===== src/rtl/tank_game_pkg.sv =====
// Shared types and widths for the tank game datapath.
// Hit-scan state encoding plus position and score widths.
package tank_game_pkg;

    localparam int POS_W     = 10;
    localparam int SCORE_W   = 4;
    localparam int SCORE_MAX = 15;

    typedef enum logic [2:0] {
        ST_WAIT    = 3'd0,
        ST_SCAN    = 3'd1,
        ST_RESOLVE = 3'd2,
        ST_HOLD    = 3'd3,
        ST_RESTART = 3'd4,
        ST_OVER    = 3'd5
    } hit_state_t;

endpackage


===== src/rtl/bullet_box_check.sv =====
// Combinational test of one bullet against one square tank hitbox.
// Low bound saturates at 0; high bound carries an extra bit so it never wraps.
module bullet_box_check
    import tank_game_pkg::*;
(
    input  logic [POS_W-1:0] bullet_x_i,
    input  logic [POS_W-1:0] bullet_y_i,
    input  logic             active_i,
    input  logic [POS_W-1:0] tank_x_i,
    input  logic [POS_W-1:0] tank_y_i,
    input  logic [POS_W-1:0] size_i,
    output logic             hit_o
);

    logic [POS_W-1:0] lo_x, lo_y;
    logic [POS_W:0]   hi_x, hi_y;

    always_comb begin
        lo_x  = (tank_x_i >= size_i) ? (tank_x_i - size_i) : '0;
        lo_y  = (tank_y_i >= size_i) ? (tank_y_i - size_i) : '0;
        hi_x  = {1'b0, tank_x_i} + {1'b0, size_i};
        hi_y  = {1'b0, tank_y_i} + {1'b0, size_i};
        hit_o = active_i
             && (bullet_x_i >= lo_x) && ({1'b0, bullet_x_i} <= hi_x)
             && (bullet_y_i >= lo_y) && ({1'b0, bullet_y_i} <= hi_y);
    end

endmodule


===== src/rtl/tank_hit_sequencer.sv =====
// Per-frame hit-scan controller: snapshots tanks and bullets on a frame tick,
// scans one slot per clock, then scores the round and runs play/hold/restart/over.
module tank_hit_sequencer
    import tank_game_pkg::*;
#(
    parameter int NUM_BULLETS = 6,
    parameter int HOLD_FRAMES = 60,
    parameter int WIN_SCORE   = 5
) (
    input  logic                         Clk,
    input  logic                         Reset,
    input  logic                         frame_tick,
    input  logic [POS_W-1:0]             Tank1_X_Pos,
    input  logic [POS_W-1:0]             Tank1_Y_Pos,
    input  logic [POS_W-1:0]             Tank2_X_Pos,
    input  logic [POS_W-1:0]             Tank2_Y_Pos,
    input  logic [POS_W-1:0]             Tank_Size,
    input  logic [NUM_BULLETS*POS_W-1:0] Bullet_X_Pos,
    input  logic [NUM_BULLETS*POS_W-1:0] Bullet_Y_Pos,
    input  logic [NUM_BULLETS-1:0]       isBulletActive,
    output logic [NUM_BULLETS-1:0]       bullet_kill,
    output logic                         tank1_hit,
    output logic                         tank2_hit,
    output logic                         freeze,
    output logic                         round_restart,
    output logic [SCORE_W-1:0]           score1,
    output logic [SCORE_W-1:0]           score2,
    output logic                         game_over,
    output logic                         scan_busy,
    output logic [2:0]                   dbg_state_o
);

    localparam int IDX_W = (NUM_BULLETS > 1) ? $clog2(NUM_BULLETS) : 1;
    localparam int CNT_W = (HOLD_FRAMES > 1) ? $clog2(HOLD_FRAMES) : 1;
    localparam logic [IDX_W-1:0]   LAST_IDX = IDX_W'(NUM_BULLETS - 1);
    localparam logic [CNT_W-1:0]   LAST_CNT = CNT_W'(HOLD_FRAMES - 1);
    localparam logic [SCORE_W-1:0] WIN      = SCORE_W'(WIN_SCORE);
    localparam logic [SCORE_W-1:0] SAT      = SCORE_W'(SCORE_MAX);

    hit_state_t                   state_q;
    logic [POS_W-1:0]             t1x_q, t1y_q, t2x_q, t2y_q, size_q;
    logic [NUM_BULLETS*POS_W-1:0] bx_q, by_q;
    logic [NUM_BULLETS-1:0]       act_q, kill_acc_q, bullet_kill_q;
    logic [IDX_W-1:0]             idx_q;
    logic [CNT_W-1:0]             cnt_q;
    logic                         h1_acc_q, h2_acc_q;
    logic                         tank1_hit_q, tank2_hit_q, freeze_q, round_restart_q;
    logic                         game_over_q, scan_busy_q;
    logic [SCORE_W-1:0]           score1_q, score2_q, score1_d, score2_d;
    logic [POS_W-1:0]             cur_x, cur_y;
    logic                         cur_act, hit1, hit2;

    // Time-share the two comparators across slots by idx.
    always_comb begin
        cur_x   = '0;
        cur_y   = '0;
        cur_act = 1'b0;
        for (int i = 0; i < NUM_BULLETS; i++) begin
            if (idx_q == IDX_W'(i)) begin
                cur_x   = bx_q[i*POS_W +: POS_W];
                cur_y   = by_q[i*POS_W +: POS_W];
                cur_act = act_q[i];
            end
        end
    end

    bullet_box_check u_chk_tank1 (
        .bullet_x_i (cur_x),
        .bullet_y_i (cur_y),
        .active_i   (cur_act),
        .tank_x_i   (t1x_q),
        .tank_y_i   (t1y_q),
        .size_i     (size_q),
        .hit_o      (hit1)
    );

    bullet_box_check u_chk_tank2 (
        .bullet_x_i (cur_x),
        .bullet_y_i (cur_y),
        .active_i   (cur_act),
        .tank_x_i   (t2x_q),
        .tank_y_i   (t2y_q),
        .size_i     (size_q),
        .hit_o      (hit2)
    );

    // A tank hit alone scores for the opponent; a mutual hit is a draw.
    always_comb begin
        score1_d = score1_q;
        score2_d = score2_q;
        if (h1_acc_q && !h2_acc_q && (score2_q != SAT)) score2_d = score2_q + SCORE_W'(1);
        if (h2_acc_q && !h1_acc_q && (score1_q != SAT)) score1_d = score1_q + SCORE_W'(1);
    end

    always_ff @(posedge Clk) begin
        if (Reset) begin
            state_q         <= ST_WAIT;
            t1x_q           <= '0;
            t1y_q           <= '0;
            t2x_q           <= '0;
            t2y_q           <= '0;
            size_q          <= '0;
            bx_q            <= '0;
            by_q            <= '0;
            act_q           <= '0;
            idx_q           <= '0;
            cnt_q           <= '0;
            kill_acc_q      <= '0;
            h1_acc_q        <= 1'b0;
            h2_acc_q        <= 1'b0;
            bullet_kill_q   <= '0;
            tank1_hit_q     <= 1'b0;
            tank2_hit_q     <= 1'b0;
            freeze_q        <= 1'b0;
            round_restart_q <= 1'b0;
            score1_q        <= '0;
            score2_q        <= '0;
            game_over_q     <= 1'b0;
            scan_busy_q     <= 1'b0;
        end else begin
            bullet_kill_q   <= '0;
            round_restart_q <= 1'b0;
            case (state_q)
                ST_WAIT: begin
                    if (frame_tick) begin
                        t1x_q       <= Tank1_X_Pos;
                        t1y_q       <= Tank1_Y_Pos;
                        t2x_q       <= Tank2_X_Pos;
                        t2y_q       <= Tank2_Y_Pos;
                        size_q      <= Tank_Size;
                        bx_q        <= Bullet_X_Pos;
                        by_q        <= Bullet_Y_Pos;
                        act_q       <= isBulletActive;
                        idx_q       <= '0;
                        kill_acc_q  <= '0;
                        h1_acc_q    <= 1'b0;
                        h2_acc_q    <= 1'b0;
                        scan_busy_q <= 1'b1;
                        state_q     <= ST_SCAN;
                    end
                end
                ST_SCAN: begin
                    for (int i = 0; i < NUM_BULLETS; i++) begin
                        if (idx_q == IDX_W'(i) && (hit1 || hit2)) kill_acc_q[i] <= 1'b1;
                    end
                    if (hit1) h1_acc_q <= 1'b1;
                    if (hit2) h2_acc_q <= 1'b1;
                    if (idx_q == LAST_IDX) state_q <= ST_RESOLVE;
                    else                   idx_q   <= idx_q + IDX_W'(1);
                end
                ST_RESOLVE: begin
                    bullet_kill_q <= kill_acc_q;
                    tank1_hit_q   <= h1_acc_q;
                    tank2_hit_q   <= h2_acc_q;
                    score1_q      <= score1_d;
                    score2_q      <= score2_d;
                    scan_busy_q   <= 1'b0;
                    if (!h1_acc_q && !h2_acc_q) begin
                        state_q <= ST_WAIT;
                    end else if ((score1_d >= WIN) || (score2_d >= WIN)) begin
                        freeze_q    <= 1'b1;
                        game_over_q <= 1'b1;
                        state_q     <= ST_OVER;
                    end else begin
                        freeze_q <= 1'b1;
                        cnt_q    <= '0;
                        state_q  <= ST_HOLD;
                    end
                end
                ST_HOLD: begin
                    if (frame_tick) begin
                        if (cnt_q == LAST_CNT) begin
                            round_restart_q <= 1'b1;
                            freeze_q        <= 1'b0;
                            tank1_hit_q     <= 1'b0;
                            tank2_hit_q     <= 1'b0;
                            state_q         <= ST_RESTART;
                        end else begin
                            cnt_q <= cnt_q + CNT_W'(1);
                        end
                    end
                end
                ST_RESTART: state_q <= ST_WAIT;
                ST_OVER:    state_q <= ST_OVER;
                default:    state_q <= ST_WAIT;
            endcase
        end
    end

    assign bullet_kill   = bullet_kill_q;
    assign tank1_hit     = tank1_hit_q;
    assign tank2_hit     = tank2_hit_q;
    assign freeze        = freeze_q;
    assign round_restart = round_restart_q;
    assign score1        = score1_q;
    assign score2        = score2_q;
    assign game_over     = game_over_q;
    assign scan_busy     = scan_busy_q;
    assign dbg_state_o   = state_q;

endmodule


===== config.mk =====
export PLATFORM = sky130hd
export DESIGN_NAME = tank_hit_sequencer
export DESIGN_NICKNAME = d
export VERILOG_FILES = /design/src/rtl/tank_game_pkg.sv /design/src/rtl/bullet_box_check.sv /design/src/rtl/tank_hit_sequencer.sv
export SDC_FILE = /design/constraint.sdc
export NUM_CORES = 1
export LEC_CHECK = 0
export ABC_AREA = 1
export CAP_MARGIN = 20
export CORE_UTILIZATION = 27
export CTS_BUF_LIST = sky130_fd_sc_hd__clkbuf_16
export CTS_CLUSTER_SIZE = 12
export DETAILED_ROUTE_END_ITERATION = 8
export HOLD_SLACK_MARGIN = 0.1
export SLEW_MARGIN = 20
export SYNTH_ARGS = -nofsm -noshare
export SYNTH_HDL_FRONTEND = slang
export SYNTH_SLANG_ARGS = --single-unit

===== constraint.sdc =====
create_clock -name Clk -period 4.97 [get_ports Clk]
set_input_delay 0.994 -clock Clk [delete_from_list [all_inputs] [get_ports Clk]]
set_output_delay 0.994 -clock Clk [all_outputs]
set_load 0.005 [all_outputs]

# Word-level counts from Yosys, hierarchy flattened
# Index checks and enable logic that the tools add are counted.
# word_totals
regBits	216
latch_bits	0
ram_bits	0
romBits	0
inputBits	179
output_inout_bits	23
word_cells	193
mem_count	0
# op_classes
n_addsub	12
n_mul	0
n_div	0
magnitude_cmp	14
eq_ne	28
n_shift	0
muxes	61
bitwise_logic	4
reduce_logical	46
# ops
op	count
two-way mux 10 bit	16
greater-or-equal comparator 10 bit	8
adder 10 x 10 -> 11 bit	4
less-or-equal comparator 10 x 11 -> 1 bit	4
subtractor 10 bit	4
AND reduction 3 bit	11
!= test 2 bit (second input constant)	16
two-way mux 6 bit	5
two-way mux 3 bit	8
case mux 6 bit (2 select lines)	2
two-way mux 1 bit	20
logical AND 1 bit	19
case mux 3 bit (5 select lines)	1
== test 3 x 2 -> 1 bit (second input constant)	4
case mux 1 bit (2 select lines)	6
== test 3 bit (second input constant)	3
adder 4 x 1 -> 4 bit (second input constant)	2
greater-or-equal comparator 4 x 3 -> 1 bit (second input constant)	2
two-way mux 4 bit	2
!= test 4 bit (second input constant)	2
AND reduction 4 bit	2
adder 6 x 1 -> 6 bit (second input constant)	1
== test 3 x 1 -> 1 bit (second input constant)	2
== test 6 bit (second input constant)	1
11 further kinds	20

# Logic depth before layout (Yosys ltp)
# depth
ltp_word	16
depth_mapped	29
ltp_nobuf	28

# Hierarchy
# A second synthesis with hierarchy kept.
# unflattened
hier_cells	2191
hier_area_um2	15193.3
# by_module_without_submodules
module	instances	cells_per_inst	area_each_um2	seq_area_each_um2
tank_hit_sequencer	1	1262	9356.5	4324.1
bullet_box_check (u_chk_tank1)	1	464	2932.8	0.0
bullet_box_check (u_chk_tank2)	1	465	2904.0	0.0

# Worst setup path before layout
# No wires, ideal clock.
# synth_path
kind	reg2reg
startpoint	register size_q[1]
endpoint	register kill_acc_q[0]
arrival_time_ns	3.367
path_slack_ns	1.533
stages_incl_launch_ff	26
period_less_slack_ns	3.437
cell_sequence	dfxtp_1 > inv_1 > fa_1 > nand2_1 > nand2_1 > a21oi_2 > nor3_1 > a211oi_1 > nor2_1 > nor3_1 > o21bai_2 > nand2_1 > inv_1 > ha_1 > nand2_1 > nor2_1 > nand3_1 > nand4_1 > nand2_1 > nor2_1 > nand3_1 > nand2_4 > nand2_1 > nand2_1 > nand2_1 > a21oi_1
# synth_via
elab_chain_cells	11
# synth_rtl
element	line_no	source
start, declared	tank_hit_sequencer.sv:41	logic [POS_W-1:0] t1x_q, t1y_q, t2x_q, t2y_q, size_q;
start signal, assigned	tank_hit_sequencer.sv:130	size_q <= Tank_Size;
subtractor 10 bit or greater-or-equal comparator 10 bit (tied branches)	bullet_box_check.sv:19	lo_x = (tank_x_i >= size_i) ? (tank_x_i - size_i) : '0;
two-way mux 10 bit	bullet_box_check.sv:19	
greater-or-equal comparator 10 bit	bullet_box_check.sv:24	&& (bullet_x_i >= lo_x) && ({1'b0, bullet_x_i} <= hi_x)
logical AND 1 bit (2 in series)	bullet_box_check.sv:24	
logical AND 1 bit (2 in series)	bullet_box_check.sv:25	&& (bullet_y_i >= lo_y) && ({1'b0, bullet_y_i} <= hi_y);
logical OR 1 bit *	tank_hit_sequencer.sv:144	if (idx_q == IDX_W'(i) && (hit1 || hit2)) kill_acc_q[i] <= 1'b1;
logical AND 1 bit *	tank_hit_sequencer.sv:144	
!= test 2 bit (no line) *	n/a	
AND reduction 3 bit (no line) *	n/a	
end signal, assigned	tank_hit_sequencer.sv:108	kill_acc_q <= '0;
end signal, assigned	tank_hit_sequencer.sv:135	kill_acc_q <= '0;
end signal, assigned by index	tank_hit_sequencer.sv:144	
end, declared	tank_hit_sequencer.sv:43	logic [NUM_BULLETS-1:0] act_q, kill_acc_q, bullet_kill_q;
# Mark *: on every way between the ends. The rest lies on a longest branch, timed or not.
# A chain may end at the register's enable or synchronous reset.

# Worst setup path in the final report
# layout_path
startpoint	register idx_q[0]
endpoint	register kill_acc_q[0]
# layout_via
elab_chain_cells	16
# layout_rtl
element	line_no	source
start, declared	tank_hit_sequencer.sv:44	logic [IDX_W-1:0] idx_q;
start signal, assigned	tank_hit_sequencer.sv:149	else idx_q <= idx_q + IDX_W'(1);
zero test 3 bit	tank_hit_sequencer.sv:59, tank_hit_sequencer.sv:144	
two-way mux 10 bit (6 in series)	tank_hit_sequencer.sv:59	if (idx_q == IDX_W'(i)) begin
greater-or-equal comparator 10 bit	bullet_box_check.sv:24	
logical AND 1 bit (2 in series)	bullet_box_check.sv:24	
logical AND 1 bit (2 in series)	bullet_box_check.sv:25	
logical OR 1 bit	tank_hit_sequencer.sv:144	
logical AND 1 bit *	tank_hit_sequencer.sv:144	
!= test 2 bit (no line) *	n/a	
AND reduction 3 bit (no line) *	n/a	
# Marked as above.

==> run summary <==
Final setup viols - 0
DRC viols - 13
max cap viols - 0
antenna violations before repair - 0
critical path's slowest cell - a31oi_1
Crit. End Element - flip-flop
PwrDens - 589.4 mW/mm²
Vias/cell - 4.916
CP most frequent cell - nand2_1
Worst R2R Setup Slack - 0.43 ns
core area - 0.05287 mm²
sequential-to-total area share from yosys stat - 29.78%
Final TNS setup - 0 ns
root buf cell - clkbuf_16
Area Growth Syn to Fin - 24.76%
fin crit share - 91.29%
Power Total - 10.68 mW
worst reg2reg startpoint - idx_q[0]
crit-path cells - ha_1 -> inv_1 -> nor2_2 -> inv_1 -> o21ai_0 -> nand2_1 -> o211ai_1 -> o211ai_1 -> a31oi_1 -> ha_1 -> nand2_1 -> inv_1 -> a21oi_1 -> nand2_1 -> a21oi_1 -> nor2_1 -> a21oi_2 -> nand2_1 -> nand2_4 -> nand2_1 -> nand2_1 -> nand2_1 -> a21oi_1
first-pass GRT wire length - 80270 µm
cell taking the most area after synthesis - dfxtp_1
pin count of the biggest net entering global routing - 129
total CTS buffers - 26
Clk pwr share - 18.7%
clock skew - 0.01225 ns
row cnt - 84
Synth top area share - 29.78%
clock-pin slew on the worst setup and hold paths - 0.06 ns
GRT Total Usage - 18.77%
worst hold path class - flip-flop to flip-flop
CTS H-tree depth - 1
vias in the first global route - 13973
PortBufs - 201
dominant cell by count in the synthesized netlist - nor2_1
CTS resizes - 0
remaining global-route overflow - 0
failing checks - design-rule violations
Syn Inst Count - 2100
postcts setup bufs - 0
#FFs+latches synth - 216
Setup WS post-layout - 0.4327 ns
Slew @ Worst Pin - 1.131 ns
Final HPWL DP - 40100 µm
vias post-DR - 14566
Final Instance Area - 0.01811 mm²
startpoint type of the worst setup path - flip-flop
top cells by area, synth - dfxtp_1, ha_1, nor2_1
NetSw - 5.226 mW
Final Core Density - 34.26%
CP startpoint - idx_q[0]
crit path time final - 4.537 ns
critical path type - flip-flop to flip-flop
CTS tree - done
layout cells sized above 1 - 4.396%
Layout Nets - 2610
clock sinks - 216
Largest stage delay, worst path - 0.55 ns
combinational fraction of design power - 58.7%
drt first pass iters - 9
P_int - 5.451 mW
DRT iter0 DRCs - 1085
pins over their slew limit - 0
worst endpoint required time - 5.47 ns
Die Wd - 233.9 µm
final hold violation count - 0
switching power share of the total - 48.95%
Leak - 8.118 nW
Cell variety after synth - 46
Worst R2R End - kill_acc_q[0]
Die ar. - 0.05470 mm²
# IOs - 202
Mapped Nets - 2455
Synth Flop Type - dfxtp_1
DR WL/cell - 17.61 µm
end point of the critical path - kill_acc_q[0]
die height - 233.9 µm
Peak supply drop - 0.3148 mV
Fmax achieved - 220.4 MHz
GP Congestion - 0.9866
critical path peak fanout - 13
CTS Hold Bufs - 0
Setup WS pre-CTS - 0.4098 ns
Routed Antenna Nets - 0
crit path DAT - 5.04 ns
YS warnings - 0
part of the power in registers - 22.7%
routed wire length - 52170 µm
ANT cells - 0
area of the mapped netlist - 0.01452 mm²
RSZ-0062 raised after global routing - false
CTS Buffer Depth - 3
Max-slew headroom - 23.79%
syn_area_per_cell - 6.914 µm²
R2R cell count - 23
area post-placement - 0.01723 mm²
worst skew pair latency - 0.57 ns
status - finished, violations left
Starting Density - 27.46%
top cells by count, synth - nor2_1, nand2_1, o21ai_0, dfxtp_1, inv_1
ys async rst share - 0%
number of flops mapped to enable cells by yosys - 0
[power groups by stage]
stage / Clock [mW] / Sequential (mW) / Combinational [mW]
final: 1.99 / 2.42 / 6.27
after global routing: 2.11 / 2.47 / 7.09
after CTS: 2.03 / 2.41 / 6.22
after detailed placement: 0 / 2.45 / 6.19
after global placement: 0 / 2.43 / 6.15
after floorplan: 0 / 2.35 / 4.29
[how the worst min path moves through the flow]
stage,start,to,slack [ns],depth (start not counted)
after floorplan,kill_acc_q[1],bullet_kill[1],0.41,2
after global placement,by_q[12],by_q[12],0.43,2
after detailed placement,kill_acc_q[2],bullet_kill[2],0.43,2
after CTS,by_q[13],by_q[13],0.45,2
after global routing,kill_acc_q[2],bullet_kill[2],0.46,2
final,kill_acc_q[2],bullet_kill[2],0.44,2
[layout by cell type, fill, tap and decap left out, drive strengths merged, types with 3 or more instances in the layout]
cell type / instances
bufinv: 4
a31oi: 18
o21ai: 240
nor2: 379
clkinv: 13
o2111ai: 7
or2: 14
a211oi: 14
nand4: 18
o211ai: 35
nor4: 8
dfxtp: 216
o31ai: 5
xnor2: 6
nand2: 290
buf: 27
nand3b: 8
a21o: 3
o21bai: 12
o22ai: 4
fa: 8
nand3: 106
inv: 210
nor3: 22
clkbuf: 26
clkdlybuf4s50: 201
a21oi: 163
ha: 168
a22oi: 4
xor2: 40
[critical path, delay by kind of cell (launching register included)]
kind,cells,cell delay [ns]
AO/OA/AOI/OAI,8,1.62
AND/OR/NAND/NOR,10,1.30
adder cells (fa/ha/maj),2,0.62
buffers and inverters,3,0.52
flip-flops,1,0.41
[layout make-up]
cell class	count	area (µm²)
fill	5637	34750
clock inverter	22	231.5
timing repair buffer	228	2256
inverter	206	780.7
sequential	216	4324
multi-input combinational	1577	9010
tap	688	860.8
clock buffer	26	650.6
[stage by stage]
stage,hold slack [ns],std cells
2_1_floorplan,0.4088,2100
3_3_place_gp,0.4342,2915
3_5_place_dp,0.4329,2915
4_1_cts,0.4468,2963
5_1_grt,0.4637,2963
6_report,0.4427,2963
[metal layers]
metal,global-route usage (%),wire (µm)
met5,0,0
met4,3.795,1013
met3,2.614,2985
met2,28.85,22300
met1,27.61,25870
[kinds of logic (layout without fill, tap and decap cells)]
| kind of cell | Yosys count | after routing | share of synthesized area [%] |
|---|---|---|---|
| flops | 216 | 216 | 29.78 |
| fa+ha+maj | 176 | 176 | 15.58 |
| buf+inv | 307 | 482 | 8.213 |
| simple gates | 845 | 845 | 24.09 |
| compound gates | 510 | 510 | 19.56 |
| xor+xnor | 46 | 46 | 2.775 |
[state kept, by name (all words and copies together), names as in the netlist, 10 cells and up]
register  flops
size_q       10
by_q         60
t2x_q        10
t1x_q        10
t2y_q        10
t1y_q        10
bx_q         60
Power figures use the tool's default switching activity.
